[src/rtl/multicycle_controller_if.sv]
// -----------------------------------------------------------------------------
// multicycle_controller_if
//
// Control bundle between the multi-cycle RV32I datapath and its controller.
//
// Datapath -> controller:
//   op[6:0], funct3[2:0], funct7[6:0]   decoded instruction fields
//   Zero, blt, bge                      ALU flags
// Controller -> datapath:
//   PCWrite, AdrSrc, MemWrite, IRWrite, RegWrite        strobes / selects
//   ResultSrc[1:0], ALUSrcA[1:0], ALUSrcB[1:0]          mux selects
//   ALUControl[2:0], ImmSrc[2:0]                        ALU / immediate select
//   done                                                last cycle of instruction
//   illegal                                             illegal-instruction flag
//
// Modports: master = controller side, slave = datapath side.
// -----------------------------------------------------------------------------
interface multicycle_controller_if;
  logic [6:0] op;
  logic [2:0] funct3;
  logic [6:0] funct7;
  logic       Zero;
  logic       blt;
  logic       bge;

  logic       PCWrite;
  logic       AdrSrc;
  logic       MemWrite;
  logic       IRWrite;
  logic       RegWrite;
  logic [1:0] ResultSrc;
  logic [1:0] ALUSrcA;
  logic [1:0] ALUSrcB;
  logic [2:0] ALUControl;
  logic [2:0] ImmSrc;
  logic       done;
  logic       illegal;

  modport master (
    input  op, funct3, funct7, Zero, blt, bge,
    output PCWrite, AdrSrc, MemWrite, IRWrite, RegWrite,
           ResultSrc, ALUSrcA, ALUSrcB, ALUControl, ImmSrc, done, illegal
  );

  modport slave (
    output op, funct3, funct7, Zero, blt, bge,
    input  PCWrite, AdrSrc, MemWrite, IRWrite, RegWrite,
           ResultSrc, ALUSrcA, ALUSrcB, ALUControl, ImmSrc, done, illegal
  );
endinterface

[src/rtl/multicycle_controller.sv]
// -----------------------------------------------------------------------------
// multicycle_controller
//
// Control FSM for the multi-cycle RV32I core. Sequences each instruction
// through fetch / decode / execute / memory / writeback and produces the
// per-cycle select and write-enable strobes for the shared-memory datapath.
//
// Ports:
//   clk   in   clock, rising edge
//   rst   in   synchronous, active-high reset
//   bus   multicycle_controller_if.master
//           in : op, funct3, funct7, Zero, blt, bge
//           out: PCWrite, AdrSrc, MemWrite, IRWrite, RegWrite, ResultSrc,
//                ALUSrcA, ALUSrcB, ALUControl, ImmSrc, done, illegal
//
// Configuration macro:
//   MC_CTRL_ILLEGAL_EN  defined   : undecoded op / unsupported funct3 enters
//                                   HALT (illegal=1) until rst.
//                       undefined : such instructions retire from DECODE as a
//                                   2-cycle NOP with done=1; illegal is 0.
// -----------------------------------------------------------------------------
module multicycle_controller (
  input  logic                           clk,
  input  logic                           rst,
  multicycle_controller_if.master        bus
);

  localparam logic [6:0] OP_R    = 7'b0110011;
  localparam logic [6:0] OP_I    = 7'b0010011;
  localparam logic [6:0] OP_LW   = 7'b0000011;
  localparam logic [6:0] OP_SW   = 7'b0100011;
  localparam logic [6:0] OP_BR   = 7'b1100011;
  localparam logic [6:0] OP_JAL  = 7'b1101111;
  localparam logic [6:0] OP_JALR = 7'b1100111;
  localparam logic [6:0] OP_LUI  = 7'b0110111;

  localparam logic [2:0] ALU_ADD = 3'b000;
  localparam logic [2:0] ALU_SUB = 3'b001;
  localparam logic [2:0] ALU_AND = 3'b010;
  localparam logic [2:0] ALU_OR  = 3'b011;
  localparam logic [2:0] ALU_SLT = 3'b101;
  localparam logic [2:0] ALU_XOR = 3'b111;

  localparam logic [2:0] IMM_I = 3'b000;
  localparam logic [2:0] IMM_S = 3'b001;
  localparam logic [2:0] IMM_B = 3'b010;
  localparam logic [2:0] IMM_U = 3'b011;
  localparam logic [2:0] IMM_J = 3'b100;

  typedef enum logic [3:0] {
    S_FETCH, S_DECODE, S_MEMADR, S_MEMREAD, S_MEMWB, S_MEMWRITE,
    S_EXECR, S_EXECI, S_ALUWB, S_BRANCH, S_JAL, S_JALR1, S_JALR2,
    S_LUI, S_HALT
  } state_t;

  state_t state, state_next;

  // Field decode shared by DECODE (legality) and EXEC/BRANCH (strobes).
  logic [2:0] alu_dec;
  logic       alu_ok;
  logic       br_taken;
  logic       br_ok;
  logic       decode_bad;     // instruction takes the illegal path

  always_comb begin
    // NOTE: every variable gets a default before the case so no path
    // leaves it unassigned, which would otherwise infer a latch.
    alu_dec = ALU_ADD;
    alu_ok  = 1'b1;
    unique case (bus.funct3)
      3'b000:  alu_dec = (bus.op == OP_R && bus.funct7[5]) ? ALU_SUB : ALU_ADD;
      3'b010:  alu_dec = ALU_SLT;
      3'b100:  alu_dec = ALU_XOR;
      3'b110:  alu_dec = ALU_OR;
      3'b111:  alu_dec = ALU_AND;
      default: alu_ok  = 1'b0;
    endcase

    br_taken = 1'b0;
    br_ok    = 1'b1;
    unique case (bus.funct3)
      3'b000:  br_taken = bus.Zero;
      3'b001:  br_taken = ~bus.Zero;
      3'b100:  br_taken = bus.blt;
      3'b101:  br_taken = bus.bge;
      default: br_ok    = 1'b0;
    endcase

    unique case (bus.op)
      OP_LW, OP_SW, OP_JAL, OP_JALR, OP_LUI: decode_bad = 1'b0;
      OP_R, OP_I:                            decode_bad = ~alu_ok;
      OP_BR:                                 decode_bad = ~br_ok;
      default:                               decode_bad = 1'b1;
    endcase
  end

  // NOTE: sequential state uses non-blocking assignments so every flop
  // samples pre-edge values regardless of block ordering.
  always_ff @(posedge clk) begin
    if (rst) state <= S_FETCH;
    else     state <= state_next;
  end

  always_comb begin
    state_next     = state;
    bus.PCWrite    = 1'b0;
    bus.AdrSrc     = 1'b0;
    bus.MemWrite   = 1'b0;
    bus.IRWrite    = 1'b0;
    bus.RegWrite   = 1'b0;
    bus.ResultSrc  = 2'b00;
    bus.ALUSrcA    = 2'b00;
    bus.ALUSrcB    = 2'b00;
    bus.ALUControl = ALU_ADD;
    bus.ImmSrc     = IMM_I;
    bus.done       = 1'b0;
    bus.illegal    = 1'b0;

    unique case (state)
      S_FETCH: begin
        bus.IRWrite   = 1'b1;
        bus.ALUSrcB   = 2'b10;
        bus.ResultSrc = 2'b10;
        bus.PCWrite   = 1'b1;
        state_next    = S_DECODE;
      end
      S_DECODE: begin
        // Precompute OldPC+imm into ALUOut for branch / jal targets.
        bus.ALUSrcA = 2'b01;
        bus.ALUSrcB = 2'b01;
        bus.ImmSrc  = (bus.op == OP_JAL) ? IMM_J : IMM_B;
        if (decode_bad) begin
`ifdef MC_CTRL_ILLEGAL_EN
          state_next = S_HALT;
`else
          bus.done   = 1'b1;
          state_next = S_FETCH;
`endif
        end else begin
          unique case (bus.op)
            OP_LW, OP_SW: state_next = S_MEMADR;
            OP_R:         state_next = S_EXECR;
            OP_I:         state_next = S_EXECI;
            OP_BR:        state_next = S_BRANCH;
            OP_JAL:       state_next = S_JAL;
            OP_JALR:      state_next = S_JALR1;
            default:      state_next = S_LUI;
          endcase
        end
      end
      S_MEMADR: begin
        bus.ALUSrcA = 2'b10;
        bus.ALUSrcB = 2'b01;
        bus.ImmSrc  = (bus.op == OP_SW) ? IMM_S : IMM_I;
        state_next  = (bus.op == OP_SW) ? S_MEMWRITE : S_MEMREAD;
      end
      S_MEMREAD: begin
        bus.AdrSrc = 1'b1;
        state_next = S_MEMWB;
      end
      S_MEMWB: begin
        bus.ResultSrc = 2'b01;
        bus.RegWrite  = 1'b1;
        bus.done      = 1'b1;
        state_next    = S_FETCH;
      end
      S_MEMWRITE: begin
        bus.AdrSrc   = 1'b1;
        bus.MemWrite = 1'b1;
        bus.done     = 1'b1;
        state_next   = S_FETCH;
      end
      S_EXECR: begin
        bus.ALUSrcA    = 2'b10;
        bus.ALUControl = alu_dec;
        state_next     = S_ALUWB;
      end
      S_EXECI: begin
        bus.ALUSrcA    = 2'b10;
        bus.ALUSrcB    = 2'b01;
        bus.ALUControl = alu_dec;
        state_next     = S_ALUWB;
      end
      S_ALUWB: begin
        bus.RegWrite = 1'b1;
        bus.done     = 1'b1;
        state_next   = S_FETCH;
      end
      S_BRANCH: begin
        // Flags are only consulted here; ALUOut already holds the target.
        bus.ALUSrcA    = 2'b10;
        bus.ALUControl = ALU_SUB;
        bus.PCWrite    = br_taken;
        bus.done       = 1'b1;
        state_next     = S_FETCH;
      end
      S_JAL, S_JALR2: begin
        // PC <- ALUOut (target) while ALU forms OldPC+4 for the link write.
        bus.ALUSrcA = 2'b01;
        bus.ALUSrcB = 2'b10;
        bus.PCWrite = 1'b1;
        state_next  = S_ALUWB;
      end
      S_JALR1: begin
        bus.ALUSrcA = 2'b10;
        bus.ALUSrcB = 2'b01;
        state_next  = S_JALR2;
      end
      S_LUI: begin
        bus.ImmSrc    = IMM_U;
        bus.ResultSrc = 2'b11;
        bus.RegWrite  = 1'b1;
        bus.done      = 1'b1;
        state_next    = S_FETCH;
      end
      S_HALT: begin
        bus.illegal = 1'b1;
        state_next  = S_HALT;
      end
      default: state_next = S_FETCH;
    endcase

    // During reset present FETCH selects with every write strobe held off,
    // so an aborted instruction cannot commit anything in the rst cycle.
    if (rst) begin
      bus.PCWrite    = 1'b0;
      bus.AdrSrc     = 1'b0;
      bus.MemWrite   = 1'b0;
      bus.IRWrite    = 1'b0;
      bus.RegWrite   = 1'b0;
      bus.ResultSrc  = 2'b10;
      bus.ALUSrcA    = 2'b00;
      bus.ALUSrcB    = 2'b10;
      bus.ALUControl = ALU_ADD;
      bus.ImmSrc     = IMM_I;
      bus.done       = 1'b0;
      bus.illegal    = 1'b0;
    end
  end

endmodule

[src/flat_wrapper.sv]
// flat-port wrapper written by rule: the top's interface ports become plain ports
module multicycle_controller_flat 
  (clk, rst, bus_op, bus_funct3, bus_funct7, bus_Zero, bus_blt, bus_bge, bus_PCWrite, bus_AdrSrc, bus_MemWrite, bus_IRWrite, bus_RegWrite, bus_ResultSrc, bus_ALUSrcA, bus_ALUSrcB, bus_ALUControl, bus_ImmSrc, bus_done, bus_illegal);
  multicycle_controller_if bus_i ();
  input  logic clk;
  input  logic rst;
  input wire logic [$bits(bus_i.op)-1:0] bus_op;
  input wire logic [$bits(bus_i.funct3)-1:0] bus_funct3;
  input wire logic [$bits(bus_i.funct7)-1:0] bus_funct7;
  input wire logic [$bits(bus_i.Zero)-1:0] bus_Zero;
  input wire logic [$bits(bus_i.blt)-1:0] bus_blt;
  input wire logic [$bits(bus_i.bge)-1:0] bus_bge;
  output wire logic [$bits(bus_i.PCWrite)-1:0] bus_PCWrite;
  output wire logic [$bits(bus_i.AdrSrc)-1:0] bus_AdrSrc;
  output wire logic [$bits(bus_i.MemWrite)-1:0] bus_MemWrite;
  output wire logic [$bits(bus_i.IRWrite)-1:0] bus_IRWrite;
  output wire logic [$bits(bus_i.RegWrite)-1:0] bus_RegWrite;
  output wire logic [$bits(bus_i.ResultSrc)-1:0] bus_ResultSrc;
  output wire logic [$bits(bus_i.ALUSrcA)-1:0] bus_ALUSrcA;
  output wire logic [$bits(bus_i.ALUSrcB)-1:0] bus_ALUSrcB;
  output wire logic [$bits(bus_i.ALUControl)-1:0] bus_ALUControl;
  output wire logic [$bits(bus_i.ImmSrc)-1:0] bus_ImmSrc;
  output wire logic [$bits(bus_i.done)-1:0] bus_done;
  output wire logic [$bits(bus_i.illegal)-1:0] bus_illegal;
  assign bus_i.op = bus_op;
  assign bus_i.funct3 = bus_funct3;
  assign bus_i.funct7 = bus_funct7;
  assign bus_i.Zero = bus_Zero;
  assign bus_i.blt = bus_blt;
  assign bus_i.bge = bus_bge;
  assign bus_PCWrite = bus_i.PCWrite;
  assign bus_AdrSrc = bus_i.AdrSrc;
  assign bus_MemWrite = bus_i.MemWrite;
  assign bus_IRWrite = bus_i.IRWrite;
  assign bus_RegWrite = bus_i.RegWrite;
  assign bus_ResultSrc = bus_i.ResultSrc;
  assign bus_ALUSrcA = bus_i.ALUSrcA;
  assign bus_ALUSrcB = bus_i.ALUSrcB;
  assign bus_ALUControl = bus_i.ALUControl;
  assign bus_ImmSrc = bus_i.ImmSrc;
  assign bus_done = bus_i.done;
  assign bus_illegal = bus_i.illegal;
  multicycle_controller u_core (.clk(clk), .rst(rst), .bus(bus_i));
endmodule
[config.mk]
export PLATFORM = sky130hd
export DESIGN_NAME = multicycle_controller_flat
export DESIGN_NICKNAME = d
export VERILOG_FILES = /design/src/rtl/multicycle_controller_if.sv /design/src/rtl/multicycle_controller.sv /design/src/flat_wrapper.sv
export SDC_FILE = /design/constraint.sdc
export NUM_CORES = 1
export LEC_CHECK = 0
export CAP_MARGIN = 20
export CORE_MARGIN = 2
export CORE_UTILIZATION = 30
export CTS_BUF_LIST = sky130_fd_sc_hd__clkbuf_4 sky130_fd_sc_hd__clkbuf_8
export CTS_CLUSTER_DIAMETER = 200
export DETAILED_ROUTE_END_ITERATION = 10
export GPL_TIMING_DRIVEN = 1
export PLACE_DENSITY_LB_ADDON = 0.15
export SETUP_SLACK_MARGIN = 0.4
export SYNTH_ARGS = -nofsm -noshare
export SYNTH_HDL_FRONTEND = slang
export SYNTH_SLANG_ARGS = --single-unit
[constraint.sdc]
create_clock -name clk -period 1.4 [get_ports clk]
set_input_delay 0.28 -clock clk [delete_from_list [all_inputs] [get_ports clk]]
set_output_delay 0.28 -clock clk [all_outputs]
set_load 0.02 [all_outputs]
==> results.sh <==
export IMPL_fin_setup_tns_ns=-6.18
export IMPL_fin_cells=245
export IMPL_clock_sinks=4
export IMPL_skew_ns=0.0184
export IMPL_grt_pass1_vias=1489
export IMPL_synth_top_cells_by_count="nor2_1 (14), nand2_1 (13), a21oi_1 (10)"
export IMPL_setup_viol=23
export IMPL_wl_per_cell_microns=17.9
export IMPL_top_usage_layer="met2"
export IMPL_grt_start_max_net_pins=11
export IMPL_vdd_drop_max_mv=0.576
export IMPL_yosysUniqueCellTypes=36
export IMPL_p_switching_w=0.000311
export IMPL_drc_errors=0
export IMPL_top_register="u_core.state"
export IMPL_numCtsBuffers=3
export IMPL_insertedDiodeCount=0
export IMPL_register_area_sq_um=95.1
export IMPL_clockPowerShare_pct=22.7
export IMPL_cp_startpoint="u_core.state[2]$_SDFF_PP0_"
export IMPL_layout_drive_gt1_share_pct=74.0
export IMPL_die_h_microns=55.8
export IMPL_fin_crit_ns=1.86
export IMPL_power_switching_share_pct=40.9
export IMPL_nets=239
export IMPL_chipWidth_microns=55.8
export IMPL_placed_cells=222
export IMPL_start_util_pct=31.9
export IMPL_cts_tree="done"
export IMPL_holdWs_ns=0.484
export IMPL_multi_input_area_sq_mm=0.00106
export IMPL_p_leak_nw=0.898
export IMPL_cp_required_ns=1.12
export IMPL_relSlewSlack_pct=73.9
export IMPL_syn_inst=121
export IMPL_clock_latency_ns=0.27
export IMPL_grt_overflow=0
export IMPL_num_vias=1362
export IMPL_reg2reg_from="u_core.state[3]$_SDFF_PP0_"
export IMPL_p_int_w=0.000450
export IMPL_fillers=150
export IMPL_track_usage_pct=27.7
export IMPL_final_core_util_pct=84.8
export IMPL_path_max_fanout=6
export IMPL_fmax_mhz=539
export IMPL_hold_path_class="primary input to flop"
export IMPL_seq_power_share_pct=15.7
export IMPL_yosys_area_top_type="dfxtp_1"
export IMPL_drt_total_wl_mm=4.38
export IMPL_largest_register_ffs=4
export IMPL_path_class="flop to primary output"
export IMPL_pin_count=41
export IMPL_use_met1_pct=29.6
export IMPL_port_buffers=34
export IMPL_synth_area_sq_um=806
export IMPL_yosys_register_bits=4
export IMPL_cts_root_buf="clkbuf_4"
export IMPL_cts_max_path_buffers=2
export IMPL_finalMaxSlewViolations=0
export IMPL_failed_checks="setup timing"
export IMPL_num_rows=18
export IMPL_grt_pass1_wl_mm=6.87
export IMPL_syn_nets=143
export IMPL_worst_slack_ns=-0.456
export IMPL_arrival_ns=1.58
export IMPL_rsz0062_at_grt="yes"
export IMPL_power_frac_comb_pct=61.6
export IMPL_stdcell_area_sq_mm=0.00214
export IMPL_netlist_area_leader_share_pct=9.94
export IMPL_synth_async_sr_flop_share_pct=0
export IMPL_use_met3_pct=4.19
export IMPL_cp_end_kind="primary output"
export IMPL_synth_edf_count=0
export IMPL_core_area_sq_mm=0.00252
export IMPL_via_per_inst=5.56
export IMPL_timing_final_hold_violations=0
export IMPL_cp_start_kind="flop"
export IMPL_yosys_most_used_dff="dfxtp_1"
export IMPL_antenna_found_initial=0
export IMPL_tightest_slew_ns=0.387
export IMPL_reg_top3="u_core.state: 4 flops"
export IMPL_h_tree_depth=1
export IMPL_place_area_sq_mm=0.00173
export IMPL_seq_area_frac_synth_pct=9.94
export IMPL_worstHoldStart="bus_op[3]"
export IMPL_gp_congestion=0.856
export IMPL_timing_final_crit_share_pct=133
export IMPL_status="complete, but fails checks"
export IMPL_synth_area_leaders="dfxtp_1 (9.9%), nor2_1 (6.5%), a21oi_1 (6.2%), nand2_1 (6.1%), buf_6 (5.6%)"
export IMPL_cap_viol_max_count=0
export IMPL_syn2layout_area_growth_pct=165
export IMPL_ys_warn_count=0
export IMPL_post_synth_top_count_cell="nor2_1"
export IMPL_first_iter_violations=51
export IMPL_clk_pin_slew_ns=0.06
export IMPL_ant_nets=0
export IMPL_synth_avg_cell_area_sq_um=6.66
export IMPL_dr_pass1_iters=4
export IMPL_grt_met2_usage_pct=52.4
export IMPL_die_area_sq_mm=0.00312
export IMPL_dpl_hpwl_mm=2.73
export IMPL_powerDensity_mw_per_mm2=356
==> per-stage QoR <==
stage	power, W	worst slack [ns]
after global routing	0.000806	-0.518
after CTS	0.000720	-0.405
after global placement	0.000488	-1.22
final	0.000762	-0.456
after detailed placement	0.000496	-1.26
after floorplan	0.000331	-0.147
==> cells by family (layout without fill, tap and decap cells) <==
family | count (synthesis) | count (layout) | share of synthesized area (%)
xor+xnor | 6 | 6 | 6.52
buf+inv | 15 | 109 | 14.4
compound gates | 36 | 36 | 31.4
simple gates | 60 | 60 | 37.7
flops | 4 | 4 | 9.94
==> final cells by class <==
| type | instances | share of cell area (%) |
|---|---|---|
| Tap cell | 30 | 1.76 |
| Multi-Input combinational cell | 102 | 49.7 |
| Timing Repair Buffer | 101 | 42.0 |
| Inverter | 5 | 0.995 |
| Sequential cell | 4 | 4.45 |
| Clock buffer | 3 | 1.05 |
==> metal layers <==
metal | share of wire (%) | up-vias | wire length, microns
met5 | 0 | - | 0
met4 | 4.2 | 0 | 183
met3 | 4.6 | 16 | 200
met2 | 55 | 60 | 2430
met1 | 36 | 647 | 1570
li1 | - | 639 | -
==> repair_timing <==
item,CTS,global route
setup buffers,16,4
pin swaps,32,8
endpoints found under the setup margin,23,23
hold buffers,0,0
cloned,0,0
resized for setup,187,10
==> critical path, stage by stage (launching register included) <==
cell and delay [ns]:
dfxtp_4 0.37, xor2_2 0.20, nor2_2 0.19, a31oi_1 0.08
a2bb2oi_2 0.15, nor3_2 0.16, buf_4 0.18
==> worst paths after layout <==
check | endpoint | depth (start not counted) | slack, ns
worst min register to register | u_core.state[0]$_SDFF_PP0_ | 2 | 0.62
worst max-delay path | bus_PCWrite | 6 | -0.46
worst min-delay path | u_core.state[0]$_SDFF_PP0_ | 5 | 0.48
worst max register to register | u_core.state[1]$_SDFF_PP0_ | 6 | -0.12
==> cells in the final DEF, fill, tap and decap left out, drive strengths merged, types with 2 or more instances in the layout <==
master / instances
nand3: 8
nor3: 7
a211oi: 2
xnor2: 4
nor2: 14
and3: 3
dlygate4sd2: 7
a2111oi: 3
o21ai: 7
a21oi: 10
nor4b: 2
dfxtp: 4
a211o: 3
nand4: 3
o211ai: 2
nand2: 13
xor2: 2
nor2b: 4
clkdlybuf4s15: 2
and4b: 2
inv: 5
a2bb2oi: 2
clkbuf: 3
buf: 91
a31oi: 2
==> power groups by stage <==
stage / combinational, W / clock, W / sequential, W
final: 0.000469 / 0.000173 / 0.000119
after global routing: 0.000495 / 0.000191 / 0.000120
after CTS: 0.000434 / 0.000165 / 0.000121
after detailed placement: 0.000368 / 0 / 0.000128
after global placement: 0.000360 / 0 / 0.000128
after floorplan: 0.000208 / 0 / 0.000123
Note: power is estimated with default switching activity, not from simulation.
